--- src/rtl/eep_mem_wbuf_pkg.sv ---
// eep_mem_wbuf_pkg: shared types for the EEPROM byte-to-word SRAM port.
package eep_mem_wbuf_pkg;
    localparam int EEP_MEM_WAIT_DEF = 3;
    typedef struct packed {
        logic [15:0] addr;
        logic [7:0]  data;
    } ewr_ent_t;
    typedef enum logic [2:0] {IDLE, RD_REQ, RD_ACC, WR_REQ, WR_ACC, HOLD} state_t;
endpackage

--- src/rtl/eep_mem_wbuf_wfifo.sv ---
// eep_wfifo: circular posted-write FIFO with newest-entry address match lookup.
module eep_wfifo
    import eep_mem_wbuf_pkg::*;
#(
    parameter int DEPTH = 4
) (
    input  logic        clk,
    input  logic        rst,
    input  logic        push_i,
    input  logic        pop_i,
    input  ewr_ent_t    ent_i,
    input  logic [15:0] look_addr_i,
    output ewr_ent_t    head_o,
    output logic        full_o,
    output logic        empty_o,
    output logic        hit_o,
    output logic [7:0]  hit_data_o
);
    localparam int AW = $clog2(DEPTH);
    ewr_ent_t      mem_q [DEPTH];
    logic [AW-1:0] rd_q;
    logic [AW:0]   cnt_q;
    logic [AW-1:0] wr_idx;
    assign wr_idx  = rd_q + cnt_q[AW-1:0];
    assign full_o  = cnt_q == (AW+1)'(DEPTH);
    assign empty_o = cnt_q == '0;
    assign head_o  = mem_q[rd_q];
    always_ff @(posedge clk) begin
        if (rst) begin
            rd_q  <= '0;
            cnt_q <= '0;
        end else begin
            rd_q  <= rd_q + AW'(pop_i);
            cnt_q <= cnt_q + (AW+1)'(push_i) - (AW+1)'(pop_i);
        end
    end
    always_ff @(posedge clk) begin
        if (push_i) mem_q[wr_idx] <= ent_i;
    end
    // Walk oldest to newest so the newest matching entry wins.
    always_comb begin
        hit_o      = 1'b0;
        hit_data_o = '0;
        for (int i = 0; i < DEPTH; i++) begin
            if ((AW+1)'(i) < cnt_q && mem_q[rd_q + AW'(i)].addr == look_addr_i) begin
                hit_o      = 1'b1;
                hit_data_o = mem_q[rd_q + AW'(i)].data;
            end
        end
    end
endmodule

--- src/rtl/eep_mem_wbuf.sv ---
// eep_mem_wbuf: posted-write byte-to-word port from the 24Cxx core to the 16-bit save SRAM.
// Optional EEP_MEM_DIRTY_EN adds a sticky dirty flag set by every completed SRAM write.
module eep_mem_wbuf
    import eep_mem_wbuf_pkg::*;
#(
    parameter int          FIFO_DEPTH = 4,
    parameter int          MEM_WAIT   = EEP_MEM_WAIT_DEF,
    parameter logic [18:0] BASE_ADDR  = '0
) (
    input  logic        clk,
    input  logic        rst,
    input  logic [15:0] req_addr_i,
    input  logic [7:0]  req_di_i,
    input  logic        req_we_i,
    input  logic        req_oe_i,
    output logic [7:0]  rd_do_o,
    output logic        rd_vld_o,
    output logic        busy_o,
    output logic        ovf_o,
    input  logic        mem_gnt_i,
    input  logic [15:0] mem_do_i,
    output logic [15:0] mem_di_o,
    output logic [18:0] mem_addr_o,
    output logic        mem_ce_o,
    output logic        mem_oe_o,
    output logic        mem_we_lo_o,
    output logic        mem_we_hi_o,
    output logic        dirty_o,
    input  logic        dirty_clr_i
);
    localparam int WW = $clog2(MEM_WAIT + 1);
    state_t        state_q, state_d;
    logic [WW-1:0] wait_q, wait_d;
    logic          rd_pend_q, rd_vld_q, ovf_q;
    logic [15:0]   rd_addr_q;
    logic [7:0]    rd_do_q, fifo_data, fwd_data;
    ewr_ent_t      head;
    logic          full, empty, fifo_hit, push, pop, acc, last, new_rd, fwd, new_miss, rd_done;
    logic          rd_sel, wr_sel;
    assign acc      = state_q == RD_ACC || state_q == WR_ACC;
    assign last     = acc && wait_q == WW'(MEM_WAIT - 1);
    assign pop      = last && state_q == WR_ACC;
    assign rd_done  = last && state_q == RD_ACC;
    assign push     = req_we_i && (!full || pop);
    assign new_rd   = req_oe_i && !rd_pend_q;
    // A same-cycle write shares req_addr, so an accepted push always satisfies the read.
    assign fwd      = new_rd && (push || fifo_hit);
    assign fwd_data = push ? req_di_i : fifo_data;
    assign new_miss = new_rd && !fwd;
    eep_wfifo #(.DEPTH(FIFO_DEPTH)) u_fifo (
        .clk        (clk),
        .rst        (rst),
        .push_i     (push),
        .pop_i      (pop),
        .ent_i      ('{addr: req_addr_i, data: req_di_i}),
        .look_addr_i(req_addr_i),
        .head_o     (head),
        .full_o     (full),
        .empty_o    (empty),
        .hit_o      (fifo_hit),
        .hit_data_o (fifo_data)
    );
    always_comb begin
        state_d = state_q;
        case (state_q)
            IDLE:           state_d = (rd_pend_q || new_miss) ? RD_REQ : !empty ? WR_REQ : IDLE;
            RD_REQ:         state_d = mem_gnt_i ? RD_ACC : RD_REQ;
            WR_REQ:         state_d = mem_gnt_i ? WR_ACC : WR_REQ;
            RD_ACC, WR_ACC: state_d = last ? HOLD : state_q;
            default:        state_d = IDLE;
        endcase
    end
    assign wait_d = (acc && !last) ? wait_q + 1'b1 : '0;
    always_ff @(posedge clk) begin
        if (rst) begin
            state_q   <= IDLE;
            wait_q    <= '0;
            rd_pend_q <= 1'b0;
            rd_vld_q  <= 1'b0;
            ovf_q     <= 1'b0;
            rd_addr_q <= '0;
            rd_do_q   <= '0;
        end else begin
            state_q   <= state_d;
            wait_q    <= wait_d;
            rd_pend_q <= new_miss || (rd_pend_q && !rd_done);
            rd_vld_q  <= fwd || rd_done;
            ovf_q     <= ovf_q || (req_we_i && !push);
            rd_addr_q <= new_miss ? req_addr_i : rd_addr_q;
            rd_do_q   <= fwd ? fwd_data : rd_done ? (rd_addr_q[0] ? mem_do_i[7:0] : mem_do_i[15:8]) : rd_do_q;
        end
    end
`ifdef EEP_MEM_DIRTY_EN
    logic dirty_q;
    // A completion wins over a same-cycle clear so no update is lost.
    always_ff @(posedge clk) begin
        if (rst) dirty_q <= 1'b0;
        else     dirty_q <= pop || (dirty_q && !dirty_clr_i);
    end
    assign dirty_o = dirty_q;
`else
    logic unused_dirty_clr;
    assign unused_dirty_clr = dirty_clr_i;
    assign dirty_o          = 1'b0;
`endif
    assign rd_sel      = state_q == RD_REQ || state_q == RD_ACC;
    assign wr_sel      = state_q == WR_REQ || state_q == WR_ACC;
    assign mem_addr_o  = rd_sel ? (BASE_ADDR | {4'b0, rd_addr_q[15:1]}) :
                         wr_sel ? (BASE_ADDR | {4'b0, head.addr[15:1]}) : '0;
    assign mem_di_o    = wr_sel ? {head.data, head.data} : '0;
    assign mem_ce_o    = state_q != IDLE;
    assign mem_oe_o    = state_q == RD_ACC;
    assign mem_we_hi_o = state_q == WR_ACC && !head.addr[0];
    assign mem_we_lo_o = state_q == WR_ACC && head.addr[0];
    assign busy_o      = full || rd_pend_q;
    assign rd_do_o     = rd_do_q;
    assign rd_vld_o    = rd_vld_q;
    assign ovf_o       = ovf_q;
endmodule

--- config.mk ---
export PLATFORM = sky130hd
export DESIGN_NAME = eep_mem_wbuf
export DESIGN_NICKNAME = d
export VERILOG_FILES = /design/src/rtl/eep_mem_wbuf_pkg.sv /design/src/rtl/eep_mem_wbuf_wfifo.sv /design/src/rtl/eep_mem_wbuf.sv
export SDC_FILE = /design/constraint.sdc
export NUM_CORES = 1
export LEC_CHECK = 0
export CORE_ASPECT_RATIO = 0.5
export CORE_MARGIN = 3
export CORE_UTILIZATION = 40
export DETAILED_ROUTE_END_ITERATION = 8
export HOLD_SLACK_MARGIN = 0.02
export PLACE_DENSITY_LB_ADDON = 0.05
export SYNTH_ARGS = -nofsm -noshare
export SYNTH_HDL_FRONTEND = slang
export SYNTH_HIERARCHICAL = 1
export SYNTH_SLANG_ARGS = --single-unit
--- constraint.sdc ---
create_clock -name clk -period 3.9 [get_ports clk]
set_input_delay 1.17 -clock clk [delete_from_list [all_inputs] [get_ports clk]]
set_output_delay 1.17 -clock clk [all_outputs]
set_load 0.005 [all_outputs]
* Word-level counts from Yosys, hierarchy flattened
Memory sizes are Yosys's and may differ from the RTL's. A register that Yosys moved wholly into a read port is not among the register bits. Index checks and enable logic that the tools add are counted.
Storage, ports and cells: bits in registers 37, RAM bits 96, bits of input ports 46, output and inout bits 51, memories 1
Cells by class: $add $sub $neg 8, magnitude comparators 4, eq/ne operators 11, muxes and demuxes 24, bitwise operators 1, reduce and logical (&&, ||, !) cells 39
Memories:
- u_fifo.mem_q | depth 4, bits a word 24, rd ports 4, clocked after Yosys merged registers in 1, wr ports 1, RTL line eep_mem_wbuf_wfifo.sv:20 | ewr_ent_t mem_q [DEPTH];
Operators by type and width (number):
- $eq A16 B16 Y1 | 4
- $mux W8 | 8
- $mux W15 | 2
- $logic_and A1 B1 Y1 | 16
- $mux W16 | 1
- $pmux W3 S4 | 1
- $logic_or A1 B1 Y1 | 10
- $mux W2 | 4
- $logic_not A1 Y1 | 7
- $eq A3 B2 Y1 const B | 2
- $eq A3 B3 Y1 const B | 2
- $logic_not A3 Y1 | 2
- $lt A1 B3 Y1 const A | 2
- $lt A2 B3 Y1 const A | 2
- $mux W1 | 6
- $mux W3 | 2
- $add A2 B1 Y2 const B | 2
- $add A2 B2 Y2 const B | 2
- $reduce_or A2 Y1 | 2
- $add A3 B1 Y3 | 1
- $eq A3 B1 Y1 const B | 1
- $reduce_bool A3 Y1 | 1
- $sub A3 B1 Y3 | 1
- $add A2 B1 Y2 | 1
- other kinds (5) | 5

* Depth between registers and ports, before layout
An unclocked memory read counts as a cell.
word-level depth 14, depth in mapped cells 18, mapped depth without buffers 12

* Hierarchy
Netlist, hierarchy kept.
Modules (own cells, without submodules):
- eep_wfifo | instances 1, cells an instance 504, area an instance 6742.7 µm²
- eep_mem_wbuf | instances 1, cells an instance 230, area an instance 1999.4 µm²

* Worst setup path after synthesis
Ideal clock, no wire load.
path type in2reg, from in req_addr_i[2], to reg rd_addr_q[2], setup time 0.128 ns, arrival 3.732 ns, required time 3.772 ns, path slack 0.041 ns, stages 14, cell sequence clkbuf_1 > xor2_1 > o211ai_1 > o31a_1 > or4_1 > buf_2 > nand4_1 > clkbuf_1 > nor2_1 > a22oi_1 > buf_6 > buf_8 > mux2i_1 > nor2_1
On the way: cells in the longest elaborated chain, start to end 10
RTL lines:
- from (decl) | RTL line eep_mem_wbuf.sv:12 | input logic [15:0] req_addr_i,
- $eq A16 B16 Y1 | RTL line eep_mem_wbuf_wfifo.sv:45 | if ((AW+1)'(i) < cnt_q && mem_q[rd_q + AW'(i)].addr == look_addr_i) begin
- $logic_and A1 B1 Y1 | RTL line eep_mem_wbuf_wfifo.sv:45
- $mux W1 (3 in series) | RTL line eep_mem_wbuf_wfifo.sv:45
- $mux W1 (*) | RTL line eep_mem_wbuf_wfifo.sv:45
- net fifo_hit | RTL line eep_mem_wbuf.sv:38 | logic full, empty, fifo_hit, push, pop, acc, last, new_rd, fwd, new_miss, rd_done;
- $logic_or A1 B1 Y1 (*) | RTL line eep_mem_wbuf.sv:47 | assign fwd = new_rd && (push || fifo_hit);
- $logic_and A1 B1 Y1 (*) | RTL line eep_mem_wbuf.sv:47
- $logic_not A1 Y1 (*) | RTL line eep_mem_wbuf.sv:49 | assign new_miss = new_rd && !fwd;
- $logic_and A1 B1 Y1 (*) | RTL line eep_mem_wbuf.sv:49
- to (signal assigned) | RTL line eep_mem_wbuf.sv:89 | rd_addr_q <= new_miss ? req_addr_i : rd_addr_q;
- to (decl) | RTL line eep_mem_wbuf.sv:35 | logic [15:0] rd_addr_q;
Mark *: on every way through the listed nets, which the timed path passes. The rest lies on a longest branch. A chain may end at the register's enable or synchronous reset.

* Final worst setup path
from in req_addr_i[11], to reg rd_addr_q[3]
Same word-level chain as after synthesis.

==> out/results.txt <==
Setup slack, reg-to-reg = 0.16 ns
Nets@finish = 939
Leak Pwr = 3.995 nW
Final standard cell area without fillers = 11250 sq um
Vias in the first global route = 6525
Core area = 21020 sq um
Met2 wire len = 10910 um
Worst rel slew slack = 0.5510
Worst-Skew Late Latency = 0.44 ns
Final min period = 3.792 ns
Sequential fraction of the synthesis area = 0.4145
Dpl cell area = 10420 sq um
CP endpoint kind = flop
R2R Path Start = u_fifo/rd_q[0]
Synth Instances = 734
CP Launch Type = primary input
# clock sinks = 133
Mapped cell area = 8742 sq um
Vias/cell = 5.508
Most numerous cell in the Yosys netlist = mux2i_1
Netlist cell types = 67
Total vias in the final route = 6554
Clk slew on worst S/H paths = 0.06 ns
# setup viols final = 0
IR drop worst, VDD = 321.6 uV
1st-iter DRT viols = 501
Synth top area share = 0.3298
Reg2Reg Depth = 15
Detail Route Antenna Nets = 0
Design Power = 4.719 mW
First-pass GRT wire length = 37410 um
CP endpoint = rd_addr_q[3]
Residual DRC = 0
Max Cap Violations = 0
Synth top area cells = edfxtp_1 (33%), mux2i_1 (12%), mux4_2 (10%), dfxtp_1 (8.5%), xnor2_1 (4.4%)
Skew final = 0.008022 ns
Final HPWL DP = 16880 um
I/O pin count = 97
Most common library cells after synthesis = mux2i_1 (103), edfxtp_1 (96), nor2_1 (48)
Wire length on met1 = 11570 um
Max-slew violation count = 0
DIE AREA = 23770 sq um
Synth Register Bits = 133
Root Driver = clkbuf_16
Utilization after layout = 0.5351
Drt first pass iters = 5
Leading area contributor after synthesis = edfxtp_1
Worst EP required = 4.22 ns
Cells after DPL = 1149
Initial Util = 0.4159
CTS tree = done
GRT Util Overall = 0.2040
Critical path class = primary input to flop
Max incr delay on CP = 0.56 ns
Crit. Startpoint = req_addr_i[11]
Hold Crit Class = flop to flop
Worst Max-Slew Pin Slew = 0.6715 ns
Congestion Overflow GR = 0
Yosys warnings = 6
Routed WL = 24240 um
Layout Cells excl Fill = 1190
Outcome = complete, no violations
Final period util = 0.9723
Routed wl met3 = 1255 um
Critical path fanouts, max = 11
Crit path arrival time = 4.11 ns
Total CTS buffers = 17
Die height = 110.5 um
Layout cells sized above 1 = 0.2405
Reg2reg end = rd_addr_q[3]
Slowest stage cell, crit path = or4_4
Top Metal Used = met4
Setup_tns = 0 ns
RePlAce Congestion = 0.8180
I/O Buffers = 90
Hold-fix buffers at CTS = 0
Largest net degree at the start of global routing = 58
Initial antenna violation count = 0
EDFF count, synth = 96
Final hold vios = 0
CTS Buffer Depth = 2
Avg WL per Cell = 20.37 um
Die Wd = 215.1 um
Layout area overhead = 28.64%
ANT cells = 0
Async set or reset register ratio after synthesis = 0
H-tree levels = 4
Worst-path cell chain = clkdlybuf4s50_1 -> buf_6 -> buf_4 -> xnor2_1 -> o21ai_1 -> nand4_1 -> or4_4 -> buf_4 -> nand4_1 -> nor4bb_2 -> a22oi_2 -> buf_6 -> clkbuf_16 -> mux2i_1 -> nor2_1
Rows = 37
Most used flip-flop cell after synthesis = edfxtp_1
Pwr Density = 419.7 nW/um^2
Fmax = 263.7 MHz
Syn_area_per_cell = 11.91 sq um
## state kept, by name, summed over array words and instances, names as in the netlist
signal / flops
rd_pend_q: 1
u_fifo/cnt_q: 3
u_fifo/rd_q: 2
rd_addr_q: 16
ovf_o: 1
state_q: 3
wait_q: 2
rd_do_o: 8
rd_vld_o: 1
u_fifo/mem_q: 96
## worst min-delay path by stage
stage,slack [ns],cells past startpoint,startpoint,to
6_report,0.42,1,wait_q[0],wait_q[0]
5_1_grt,0.45,1,wait_q[0],wait_q[0]
4_1_cts,0.42,1,wait_q[0],wait_q[0]
3_5_place_dp,0.42,1,wait_q[0],wait_q[0]
3_3_place_gp,0.40,1,wait_q[0],wait_q[0]
2_1_floorplan,0.39,1,wait_q[0],wait_q[0]
## kinds of logic (layout without fill, tap and decap cells)
kind of cell               after synthesis  count (layout)  share of synthesized area
buffers and inverters                   81             241                    0.05725
DFF                                    133             133                     0.4145
AOI/OAI and AO/OA                      123             123                     0.1003
other                                    1               5                  0.0004290
adders and majority gates                8               8                    0.01231
and+or+nand+nor                        163             163                     0.1053
xor gates and xnor gates                72              72                    0.07213
muxes                                  153             153                     0.2377
## cells in the final DEF, fill, tap and decap left out, types with 11 or more instances in the layout
cell type / count
a21oi_1: 36
a22o_1: 16
clkdlybuf4s50_1: 82
xor2_1: 28
buf_4: 90
nand4_1: 14
o21ai_0: 13
xnor2_1: 43
dfxtp_1: 35
nand2_1: 24
a211oi_1: 21
nor2b_1: 16
mux4_2: 39
clkbuf_16: 19
nor2_1: 43
inv_1: 11
mux2i_1: 102
edfxtp_1: 96
## power breakdown
group,switching (mW),internal (mW)
combinational,0.608,0.592
clock,0.607,1.12
sequential,0.114,1.68
total,1.33,3.39
## per-layer routing
| layer | track usage | vias to the layer above |
|---|---|---|
| met3 | 0.04949 | 33 |
| met1 | 0.2827 | 3266 |
| met5 | 0 | - |
| met2 | 0.3100 | 160 |
| met4 | 0.07784 | 0 |
| li1 | - | 3095 |
## area by class of cell
class / count / area (sq um)
Timing Repair Buffer: 198 / 1906
Inverter: 11 / 41.29
Fill cell: 1900 / 9772
Tap cell: 292 / 365.4
Clock buffer: 19 / 432.9
Clock inverter: 13 / 187.7
Multi-Input combinational cell: 524 / 4682
Sequential cell: 133 / 3631
## repair_timing
| action | in CTS | in global routing |
|---|---|---|
| setup endpoints to repair | 17 | 42 |
| setup buffers | 0 | 6 |
| pin swaps | 0 | 4 |
| gates resized for setup | 4 | 21 |
| gates cloned | 0 | 3 |
## critical path, delay by kind of cell
| kind | cells | cell delay [ns] |
|---|---|---|
| muxes | 1 | 0.18 |
| AOI/OAI and AO/OA | 2 | 0.31 |
| buffers and inverters | 6 | 1.24 |
| xor gates and xnor gates | 1 | 0.15 |
| and+or+nand+nor | 5 | 1.05 |
## through the flow
step / setup slack (ns) / hold WS, ns
2_1_floorplan: 0.04065 / 0.3925
3_3_place_gp: -0.4589 / 0.4035
3_5_place_dp: -0.4879 / 0.4155
4_1_cts: 0.01626 / 0.4238
5_1_grt: -0.006139 / 0.4492
6_report: 0.1082 / 0.4177
Note: power is estimated with default switching activity, not from simulation.
